$ cat config.mk
export PLATFORM = sky130hd
export DESIGN_NAME = ports_rx
export DESIGN_NICKNAME = d
export VERILOG_FILES = /design/src/rtl/ports_pkg.sv /design/src/rtl/ports_rx_shift.sv /design/src/rtl/ports_rx.sv
export SDC_FILE = /design/constraint.sdc
export NUM_CORES = 1
export LEC_CHECK = 0
export BUFFER_PORTS_ARGS = -buffer_cell sky130_fd_sc_hd__buf_4
export CAP_MARGIN = 20
export CORE_UTILIZATION = 55
export DETAILED_ROUTE_END_ITERATION = 8
export PLACE_DENSITY = 0.82
export SLEW_MARGIN = 10
export SYNTH_ARGS = -nofsm -noshare
export SYNTH_HDL_FRONTEND = slang
export SYNTH_SLANG_ARGS = --single-unit
$ cat constraint.sdc
create_clock -name clk -period 2.4 [get_ports clk]
set_input_delay 0.72 -clock clk [delete_from_list [all_inputs] [get_ports clk]]
set_output_delay 0.72 -clock clk [all_outputs]
set_load 0.005 [all_outputs]
$ cat src/rtl/ports_pkg.sv
// rtl/ports_pkg.sv - shared state encoding and defaults for the ports_rx receiver
package ports_pkg;

  // Default number of data bits per frame
  localparam int DATA_W_DEF = 8;

  // Receiver state encoding
  localparam logic [1:0] ST_IDLE   = 2'd0;
  localparam logic [1:0] ST_DATA   = 2'd1;
  localparam logic [1:0] ST_PARITY = 2'd2;
  localparam logic [1:0] ST_STOP   = 2'd3;

  typedef enum logic [1:0] {
    IDLE   = ST_IDLE,
    DATA   = ST_DATA,
    PARITY = ST_PARITY,
    STOP   = ST_STOP
  } rx_state_e;

endpackage

$ cat src/rtl/ports_rx_shift.sv
// rtl/ports_rx_shift.sv - receive shift register with running parity (PORTS_RX_PARITY_EN adds the parity output)
module ports_rx_shift
  import ports_pkg::*;
#(
  parameter int DATA_W = DATA_W_DEF,
  parameter int CNT_W  = $clog2(DATA_W) + 1
) (
  input  logic              clk,
  input  logic              rst_n,
  input  logic              clr_i,
  input  logic              wr_i,
  input  logic [CNT_W-1:0]  pos_i,
  input  logic              bit_i,
`ifdef PORTS_RX_PARITY_EN
  output logic              par_o,
`endif
  output logic [DATA_W-1:0] data_o
);

  logic [DATA_W-1:0] data_q, data_d;

  // Place the incoming bit at its frame position; cleared at each start bit
  always_comb begin
    data_d = data_q;
    if (clr_i) begin
      data_d = '0;
    end else if (wr_i) begin
      for (int i = 0; i < DATA_W; i++) begin
        if (pos_i == CNT_W'(i)) data_d[i] = bit_i;
      end
    end
  end

  // Shift register storage
  always_ff @(posedge clk or negedge rst_n) begin
    if (!rst_n) data_q <= '0;
    else        data_q <= data_d;
  end

  assign data_o = data_q;

`ifdef PORTS_RX_PARITY_EN
  logic par_q;

  // Running XOR of the data bits written so far in this frame
  always_ff @(posedge clk or negedge rst_n) begin
    if (!rst_n)     par_q <= 1'b0;
    else if (clr_i) par_q <= 1'b0;
    else if (wr_i)  par_q <= par_q ^ bit_i;
  end

  assign par_o = par_q;
`endif

endmodule

$ cat src/rtl/ports_rx.sv
// rtl/ports_rx.sv - strobed serial frame receiver (PORTS_RX_PARITY_EN enables the even-parity bit)
module ports_rx
  import ports_pkg::*;
#(
  parameter int DATA_W = DATA_W_DEF
) (
  input  logic              clk,
  input  logic              rst_n,
  input  logic              bit_en,
  input  logic              sd,
  output logic [DATA_W-1:0] rdata,
  output logic              rvalid,
  output logic              frame_err,
  output logic              parity_err,
  output logic              busy
);

  localparam int               CNT_W = $clog2(DATA_W) + 1;
  localparam logic [CNT_W-1:0] LAST  = CNT_W'(DATA_W - 1);

  rx_state_e         state_q;
  logic [CNT_W-1:0]  cnt_q;
  logic [DATA_W-1:0] rdata_q;
  logic              rvalid_q;
  logic              frame_err_q;
  logic [DATA_W-1:0] shift_data;
  logic              shift_clr;
  logic              shift_wr;

  assign shift_clr = bit_en && (state_q == IDLE) && !sd;
  assign shift_wr  = bit_en && (state_q == DATA);

`ifdef PORTS_RX_PARITY_EN
  logic shift_par;
  logic mis_q;
  logic parity_err_q;
`endif

  ports_rx_shift #(
    .DATA_W (DATA_W),
    .CNT_W  (CNT_W)
  ) u_shift (
    .clk    (clk),
    .rst_n  (rst_n),
    .clr_i  (shift_clr),
    .wr_i   (shift_wr),
    .pos_i  (cnt_q),
    .bit_i  (sd),
`ifdef PORTS_RX_PARITY_EN
    .par_o  (shift_par),
`endif
    .data_o (shift_data)
  );

  // Frame FSM; advances only on strobe cycles, result pulses last one cycle
  always_ff @(posedge clk or negedge rst_n) begin
    if (!rst_n) begin
      state_q      <= IDLE;
      cnt_q        <= '0;
      rdata_q      <= '0;
      rvalid_q     <= 1'b0;
      frame_err_q  <= 1'b0;
`ifdef PORTS_RX_PARITY_EN
      mis_q        <= 1'b0;
      parity_err_q <= 1'b0;
`endif
    end else begin
      rvalid_q     <= 1'b0;
      frame_err_q  <= 1'b0;
`ifdef PORTS_RX_PARITY_EN
      parity_err_q <= 1'b0;
`endif
      if (bit_en) begin
        case (state_q)
          IDLE: begin
            if (!sd) begin
              state_q <= DATA;
              cnt_q   <= '0;
            end
          end
          DATA: begin
            // Counter parks at the last index instead of wrapping
            if (cnt_q == LAST) begin
`ifdef PORTS_RX_PARITY_EN
              state_q <= PARITY;
`else
              state_q <= STOP;
`endif
            end else begin
              cnt_q <= cnt_q + 1'b1;
            end
          end
          PARITY: begin
`ifdef PORTS_RX_PARITY_EN
            mis_q   <= sd ^ shift_par;
            state_q <= STOP;
`else
            state_q <= IDLE;
`endif
          end
          STOP: begin
            if (sd) begin
              rdata_q      <= shift_data;
              rvalid_q     <= 1'b1;
`ifdef PORTS_RX_PARITY_EN
              parity_err_q <= mis_q;
`endif
            end else begin
              frame_err_q  <= 1'b1;
            end
            state_q <= IDLE;
          end
          default: state_q <= IDLE;
        endcase
      end
    end
  end

  assign rdata     = rdata_q;
  assign rvalid    = rvalid_q;
  assign frame_err = frame_err_q;
  assign busy      = (state_q != IDLE);
`ifdef PORTS_RX_PARITY_EN
  assign parity_err = parity_err_q;
`else
  assign parity_err = 1'b0;
`endif

endmodule

# Word-level counts from Yosys, hierarchy flattened
# Cells that the tools add are included.
[word_totals]
regBits = 24
in_bits = 4
elab_cells = 78
[classes]
addsub = 1
muxes = 22
n_reduce_logical = 29
n_eq_ne = 13
[op_table]
columns = ["op", "count"]
rows = [
  ["$reduce_bool 2->1", 11],
  ["$eq 4x3->1 const B", 4],
  ["$mux 8", 2],
  ["$reduce_and 2->1", 8],
  ["$mux 1", 14],
  ["$eq 4x2->1 const B", 2],
  ["$mux 4", 2],
  ["$pmux 4 s2", 1],
  ["$pmux 2 s3", 1],
  ["$reduce_and 3->1", 2],
  ["$add 4x1->4 const B", 1],
  ["$eq 2x2->1 const B", 2],
  ["$eq 4x1->1 const B", 1],
  ["$logic_not 4->1", 1],
  ["$mux 2", 2],
  ["$ne 2x2->1 const B", 2],
  ["$reduce_and 4->1", 1],
  ["$logic_and 1x1->1", 3],
  ["$eq 2x1->1 const B", 1],
  ["$logic_not 2->1", 1],
  ["$ne 2x1->1 const B", 1],
  ["$reduce_or 2->1", 1],
  ["$logic_not 1->1", 1],
]

# Longest topological paths before layout
# Gate-level depths: netlist (run 1).
[logic_depth]
word_depth = 5
depth_mapped = 5
ltp_nobuf = 5

# Modules after synthesis
# From an unflattened synthesis (run 1), not the netlist that was laid out.
[hier_totals]
hier_cells = 97
hier_area_um2 = 1148.6
[modules_own_cells]
columns = ["mod", "cells_each", "seq_area_each_um2", "n_inst", "area_each_um2"]
rows = [
  ["ports_rx", 58, 400.4, 1, 724.4],
  ["ports_rx_shift", 39, 200.2, 1, 424.2],
]

# Worst setup path before layout (run 1)
# Ideal clock, no wire load.
[synth_path]
kind = "in2reg"
start = "input bit_en"
end = "register cnt_q[0]"
arrival_time_ps = 1722
path_slack_ps = 553
path_buffers = 1
setup_time_ps = 125
stages = 4
cell_sequence = "buf_4 inv_2 or4_4 mux2_4"
[synth_between]
elab_chain_cells = 1
[synth_lines]
columns = ["element", "line", "text"]
rows = [
  ["start, declared", "ports_rx.sv:9", "input logic bit_en,"],
  ["$reduce_and 4->1 (no line)", "--", ""],
  ["end signal, assigned", "ports_rx.sv:90", "cnt_q <= cnt_q + 1'b1;"],
  ["end, declared", "ports_rx.sv:22", "logic [CNT_W-1:0] cnt_q;"],
]
# No other way between the ends.
# A chain may end at the register's enable or synchronous reset.

# Worst setup path after layout (run 1)
[layout_path]
start = "register state_q[1]"
end = "output busy"
[layout_between]
elab_chain_cells = 1
[layout_lines]
columns = ["element", "line", "text"]
rows = [
  ["start, declared", "ports_rx.sv:21", "rx_state_e state_q;"],
  ["start signal, assigned", "ports_rx.sv:58", "state_q <= IDLE;"],
  ["start signal, assigned", "ports_rx.sv:77", "state_q <= DATA;"],
  ["start signal, assigned", "ports_rx.sv:87", "state_q <= STOP;"],
  ["$reduce_bool 2->1", "ports_rx.sv:122", "assign busy = (state_q != IDLE);"],
  ["end, declared", "ports_rx.sv:15", "output logic busy"],
]
# No other way between the ends.

==> results of run 1 <==
## layer usage
layer,global-route usage,wire length (µm),up-vias
li1,-,-,377
met1,0.247,883,367
met2,0.283,847,16
met3,0.0444,59,2
met4,0.0500,15,0
met5,0,0,-
## through the flow
| step | util | cells |
|---|---|---|
| 2_1_floorplan | - | 100 |
| 3_3_place_gp | 0.640 | 134 |
| 3_5_place_dp | 0.640 | 134 |
| 4_1_cts | 0.651 | 137 |
| 5_1_grt | 0.651 | 137 |
| 6_report | 0.651 | 137 |
## flip-flops by register name, summed over array words and instances (netlist names)
name,count
rvalid,1
state_q,2
rdata,8
cnt_q,4
frame_err,1
u_shift.data_o,8
## cell families (layout without fill, tap and decap cells)
family	Yosys count	after routing	share of synthesized area
simple gates	28	28	0.157
flops	24	24	0.512
compound gates	16	16	0.101
buf+inv	14	24	0.0598
mux	13	13	0.124
fa+ha+maj	4	4	0.0427
other cells	1	1	0.00320
## power groups by stage
stage	combinational, mW	sequential [mW]	clock (mW)
after floorplan	0.273	0.558	0
after global placement	0.304	0.593	0
after detailed placement	0.315	0.602	0
after CTS	0.316	0.593	0.172
after global routing	0.356	0.608	0.190
final	0.312	0.593	0.168
## layout make-up
| type | count | area share |
|---|---|---|
| multi-input combinational | 62 | 0.389 |
| inverter | 7 | 0.0204 |
| tap | 27 | 0.0262 |
| timing repair buffer | 14 | 0.0815 |
| clock buffer | 3 | 0.0175 |
| sequential | 24 | 0.466 |
## final timing paths
path                                        end  slack (ps)  depth (start not counted)
max in group asynchronous  cnt_q[1]$_DFFE_PN0P_        1880                          1
min                        rdata[3]$_DFFE_PN0P_         290                          1
min in group clk           rdata[4]$_DFFE_PN0P_         520                          1
max                                        busy         400                          2
max reg2reg                cnt_q[0]$_DFFE_PN0P_         590                          4
min reg2reg                rdata[4]$_DFFE_PN0P_         520                          1
## placed cells by master (no fill, tap or decap), types with 2 or more instances in the layout
cell type   n
nand2_1     5
clkbuf_4    3
o31ai_1     6
inv_1       6
nand3_1     6
ha_1        4
buf_4      14
mux2_2      8
o211ai_1    5
mux2i_1     4
dfrtp_1    24
nor2_1      2
nand2b_1    5
==> flow_summary.ini, run 1 <==
[critical_path]
path_buf_inv = 1
cp-startpoint = state_q[1]$_DFFE_PN0P_
r2r-start = cnt_q[0]$_DFFE_PN0P_
crit_path_max_fanout = 12
crit_family = flip-flops
crit_path_cell_trace = or2_2 -> buf_4
slowest_delay_ps = 520
worstPathArrival_ps = 1280
crit_slowest_cell = dfrtp_1
startpoint_type = flop
crit_type = flop to output port
required_ps = 1680
critPathCaptureType = output port

[synthesis]
synth.top_cells.by_area = dfrtp_1 51%, mux2_2 7.7%, ha_1 4.3%
ys_ff_latch = 24
syn_area_um2 = 1170
yosysSeqAreaShare = 0.512
ys_types = 33
synthCells = 100
synthFlopType = dfrtp_1
synth_nets = 108
synth_edf_count = 0
avgSynthCellArea_um2 = 11.7
synthDominantCellAreaShare = 0.512
ys_warn_count = 0
synth_area_leader_cell = dfrtp_1
ys_async_sr_fraction = 1.00
synth.most_common_cell = dfrtp_1
synthTopCellsByCount = 24 x dfrtp_1, 8 x mux2_2, 6 x inv_1, 6 x nand3_1, 6 x o31ai_1

[place]
dp_hpwl_um = 1300
gp_congestion = 0.802
placed_area_um2 = 1270
post-place-ws_ps = 430
port_buffers = 14

[timing]
clock_skew_ps = 1.68
period_share = 0.834
maxSlewViolCount = 0
setup_slack_ps = 398
finalHoldViolCount = 0
max_freq_mhz = 500
setup_viol = 0
fin_crit_ps = 2000
rsz0062_at_grt = no
hold_slack_ps = 291
tns_ps = 0

[cts]
cts_resized = 0
path_clk_slew_ps = 120
clk_latency_ps = 300
cts_tree = done
numCtsBuffers = 3
clockBufferDepth = 2
cts_sinks = 24
cts-root-buf = clkbuf_4
hold_buffers = 0
cts_max_level = 1
post_cts_buffers = 0

[detailed_routing]
vias_per_cell = 5.56
vias = 762
routedWlPerCell_um = 13.2
first_pass_iters = 4
wl_um = 1810
drc = 0
drt_iter0_drc = 18
ant_nets = 0

[global_route]
grt_pass1_wl_um = 2880
grt_usage = 0.180
grt_max_degree = 25
grt_pass1_vias = 640
antenna_found_initial = 0
overflow = 0

[floorplanning]
die_area_um2 = 2320
row_count = 16
core-area_um2 = 1980
io_pins = 16
initial_core_util = 0.592
die_y_um = 48.2
die_w_um = 48.2

[finish]
fillers = 149
multiInputGateArea_um2 = 502
finalInstanceArea_um2 = 1290
nNetsFinal = 120
antenna_cells = 0
seq_area_um2 = 601
syn_to_final_growth_pct = 10.0
drive_gt1_frac = 0.273

[power]
p_clk_frac = 0.156
comb_power_share = 0.291
peakVddDrop_mv = 0.569
p_sw_mw = 0.353
pwr_density_cell_nw_per_um2 = 832
p_leak_nw = 0.656
p_seq_frac = 0.553
fin_total_pwr_mw = 1.07
sw_frac_of_total = 0.329
p_int_mw = 0.719

[job]
maxCapViolations = 0

[outcome]
outcome = complete, no violations

[worst_hold_path]
hold_class = input pin to async pin
No activity file was read; power rests on OpenSTA's default activity.
==> inputs of run 2 (changes only) <==
- clock period: 2.4 -> 2 ns (I/O delays scaled with it)
==> run 2 against run 1 <==
  * Non-clock buffer count did not move
  * Via count fell by 0.13%
  * Largest power group unchanged
  * Worst setup slack got worse by 310 ps
  * Core utilization rose by 1.5 points
  * Final area rose by 2.3%
  * Largest cell class unchanged
  * Register-to-register slack got worse by 410 ps
  * Power rose by 35%
==> flow_summary.ini, run 2 (synthesis gave the netlist of run 1 again) <==
[cts]
cts_tree = done
path_clk_slew_ps = 140
post_cts_buffers = 0
numCtsBuffers = 3
clk_latency_ps = 320
cts_sinks = 24
cts_max_level = 1
cts-root-buf = clkbuf_4
hold_buffers = 0
cts_resized = 0
clockBufferDepth = 2

[worst_hold_path]
hold_class = input pin to async pin

[power]
fin_total_pwr_mw = 1.44
pwr_density_cell_nw_per_um2 = 1090
peakVddDrop_mv = 0.751
p_leak_nw = 0.670

[timing]
max_freq_mhz = 523
fin_crit_ps = 1910
clock_skew_ps = 12.3
setup_viol = 0
tns_ps = 0
maxSlewViolCount = 0
hold_slack_ps = 150
setup_slack_ps = 88.4
period_share = 0.956
rsz0062_at_grt = no
finalHoldViolCount = 0

[place]
port_buffers = 14
dp_hpwl_um = 1380
gp_congestion = 0.827
post-place-ws_ps = 138

[finish]
finalCoreUtilization = 0.666
drive_gt1_frac = 0.279
nNetsFinal = 120
final_cell_mix = 24 x dfrtp_1, 14 x buf_4, 8 x mux2_2
multiInputGateArea_um2 = 502
fillers = 146
seq_area_um2 = 601
final_common_cell = dfrtp_1
syn_to_final_growth_pct = 12.6
antenna_cells = 0

[critical_path]
worstPathArrival_ps = 1310
r2r-start = cnt_q[0]$_DFFE_PN0P_
reg2reg_to = cnt_q[0]$_DFFE_PN0P_
critPathCaptureType = output port
crit_path_max_fanout = 12
crit_type = flop to output port
reg2regPathDepth = 4
cp-startpoint = state_q[1]$_DFFE_PN0P_
required_ps = 1400
startpoint_type = flop
ff2ff_setup_slack_ps = 180

[floorplanning]
initial_core_util = 0.592
die_area_um2 = 2320
die_y_um = 48.2
row_count = 16
core-area_um2 = 1980
die_w_um = 48.2
io_pins = 16

[detailed_routing]
routedWlPerCell_um = 14.1
drt_iter0_drc = 11
vias_per_cell = 5.51
wl_um = 1940
drc = 0
ant_nets = 0
vias = 761
first_pass_iters = 3

[outcome]
outcome = complete, no violations

[job]
maxCapViolations = 0

[global_route]
grt_max_degree = 25
grt_pass1_wl_um = 3010
grt_pass1_vias = 660
grt_usage = 0.195
overflow = 0
antenna_found_initial = 0
-- run 2: cell types whose count changed in the layout (fill, tap and decap cells not counted), sizes merged --
cell / before / now
bufinv: 0 / 1
-- run 2: report_power, final --
part           switching [mW]  total (mW)  internal, mW  leakage, nW
Combinational           0.184       0.379         0.195        0.318
Sequential              0.115       0.713         0.598        0.324
Clock                   0.149       0.351         0.203       0.0279
Total                   0.447        1.44         0.996        0.670
-- run 2: layer usage --
metal | share of wire | GRT usage | up-vias
met2 | 0.47 | 0.312 | 15
met3 | 0.024 | 0.0370 | 2
met1 | 0.50 | 0.255 | 369
li1 | - | - | 375
met4 | 0.0057 | 0.0944 | 0
met5 | 0 | 0 | -
-- run 2: stage by stage --
step / area (µm²) / instances
floorplan: 1170 / 100
global placement: 1270 / 134
detailed placement: 1270 / 134
CTS: 1320 / 138
global route: 1320 / 138
finish: 1320 / 138
-- run 2: critical path: stages (launching register included) --
cell     delay (ps)
dfrtp_1         530
or2_2           340
buf_4           130
-- run 2: worst max-delay path by stage --
stage / end / slack (ps) / depth (start not counted)
after floorplan: cnt_q[0]$_DFFE_PN0P_ / 270 / 4
after global placement: cnt_q[0]$_DFFE_PN0P_ / 170 / 4
after detailed placement: cnt_q[0]$_DFFE_PN0P_ / 140 / 4
after CTS: busy / 90 / 2
after global routing: busy / 30 / 2
final: busy / 90 / 2
-- run 2: layout make-up --
class | instances | share of cell area
Clock buffer | 3 | 0.0171
Clock inverter | 1 | 0.0227
Inverter | 7 | 0.0199
Multi-Input combinational cell | 62 | 0.380
Sequential cell | 24 | 0.455
Tap cell | 27 | 0.0256
Timing Repair Buffer | 14 | 0.0796
==> inputs of run 3 (changes only) <==
- PLACE_DENSITY: 0.82 -> 0.88
==> run 3 against run 2 <==
  * Clock skew fell by 8.4 ps
  * Register-to-register slack barely moved
  * Non-clock buffer count did not move
  * Final area fell by 1.2%
  * First-iteration DRC count rose by 91%
  * Clock power fell by 29%
  * Fmax rose by 1.2%
  * Critical endpoint unchanged
  * Critical path depth did not move
  * Worst setup slack improved by 22 ps
  * Sequential power fell by 0.6%
  * Global-route usage fell by 1.3 points
  * Largest cell class unchanged
==> flow_summary.ini, run 3 (synthesis gave the netlist of run 1 again) <==
[power]
pwr_density_cell_nw_per_um2 = 1020
peakVddDrop_mv = 0.768
p_leak_nw = 0.663

[detailed_routing]
drt_iter0_drc = 21
wl_um = 1820
drc = 0
wl_met2_um = 921
first_pass_iters = 4
route.met3.wl_um = 69
routedWlPerCell_um = 13.2
vias_per_cell = 5.63
vias = 777
ant_nets = 0
top_layer = met4
drt-met1-wl_um = 817

[floorplanning]
core-area_um2 = 1980
die_area_um2 = 2320
initial_core_util = 0.592
row_count = 16
io_pins = 16
die_y_um = 48.2
die_w_um = 48.2

[critical_path]
worstPathArrival_ps = 1290
crit_slowest_cell = dfrtp_1
path_buf_inv = 1
crit_path_max_fanout = 13
r2r-start = cnt_q[0]$_DFFE_PN0P_
slowest_delay_ps = 530
cp.depth = 2
required_ps = 1400
crit_path_cell_trace = or2_2 -> buf_4
reg2reg_to = cnt_q[0]$_DFFE_PN0P_
reg2regPathDepth = 4
cp-startpoint = state_q[0]$_DFFE_PN0P_
crit_type = flop to output port
critPathCaptureType = output port
endpoint = busy
crit_family = flip-flops
ff2ff_setup_slack_ps = 190
startpoint_type = flop

[timing]
setup_viol = 0
maxSlewViolCount = 0
period_share = 0.945
finalHoldViolCount = 0
tns_ps = 0
max_freq_mhz = 529
fin_crit_ps = 1890
clock_skew_ps = 3.84
rsz0062_at_grt = no

[cts]
hold_buffers = 0
cts_max_level = 1
cts_tree = done
numCtsBuffers = 3
clockBufferDepth = 2
post_cts_buffers = 0
path_clk_slew_ps = 130
cts_sinks = 24
clk_latency_ps = 300
cts_resized = 0
cts-root-buf = clkbuf_4

[finish]
multiInputGateArea_um2 = 502
seq_area_um2 = 601
nNetsFinal = 120
finalInstanceArea_um2 = 1300
fillers = 152
antenna_cells = 0
instances_no_fill = 138
finalCoreUtilization = 0.658
drive_gt1_frac = 0.279
final_common_cell = dfrtp_1
final_cell_mix = 24 x dfrtp_1, 14 x buf_4, 8 x mux2_2
syn_to_final_growth_pct = 11.2

[global_route]
grt_pass1_wl_um = 2900
grt_max_degree = 25
overflow = 0
grt_usage = 0.183
antenna_found_initial = 0
grt_pass1_vias = 638

[place]
gp_congestion = 0.827
dp_hpwl_um = 1390
port_buffers = 14
placed_area_um2 = 1270
place_inst = 134

[outcome]
outcome = complete, no violations

[job]
maxCapViolations = 0

[worst_hold_path]
hold_class = input pin to async pin
==> run 3: changes by cell type in the layout (fill, tap and decap cells not counted), sizes merged <==
cell	delta
bufinv	-1
clkbuf	+1
==> run 3: worst min path at each step <==
stage | from | end | slack [ps] | depth (start not counted)
final | rst_n | rvalid$_DFF_PN0_ | 160 | 1
after global routing | rst_n | u_shift.data_o[0]$_DFFE_PN0P_ | 160 | 1
after CTS | rst_n | rdata[0]$_DFFE_PN0P_ | 170 | 1
after detailed placement | u_shift.data_o[4]$_DFFE_PN0P_ | rdata[4]$_DFFE_PN0P_ | 500 | 1
after global placement | rdata[0]$_DFFE_PN0P_ | rdata[0]$_DFFE_PN0P_ | 490 | 1
after floorplan | rst_n | cnt_q[0]$_DFFE_PN0P_ | 300 | 0
==> run 3: power by group <==
group | internal (mW) | switching (mW) | leakage (nW)
registers | 0.598 | 0.111 | 0.324
logic | 0.193 | 0.177 | 0.318
clock network | 0.111 | 0.137 | 0.0210
==> run 3: final cells by class <==
type / count / area share
multi-input cells: 62 / 0.385
well taps: 27 / 0.0259
inverters: 7 / 0.0202
clock buffers: 4 / 0.0278
flip-flops and latches: 24 / 0.461
repair buffers: 14 / 0.0806
==> run 3: per-stage QoR <==
stage	setup slack (ps)	power (mW)	hold slack [ps]
floorplan	273	0.997	304
global placement	173	1.07	489
detailed placement	146	1.10	495
CTS	106	1.34	170
global route	42.5	1.43	160
finish	110	1.33	162
==> run 3: routing by layer <==
layer,GRT usage,vias to the layer above
met3,0.0444,2
met1,0.237,371
met2,0.312,19
li1,-,385
met5,0,-
met4,0.0333,0
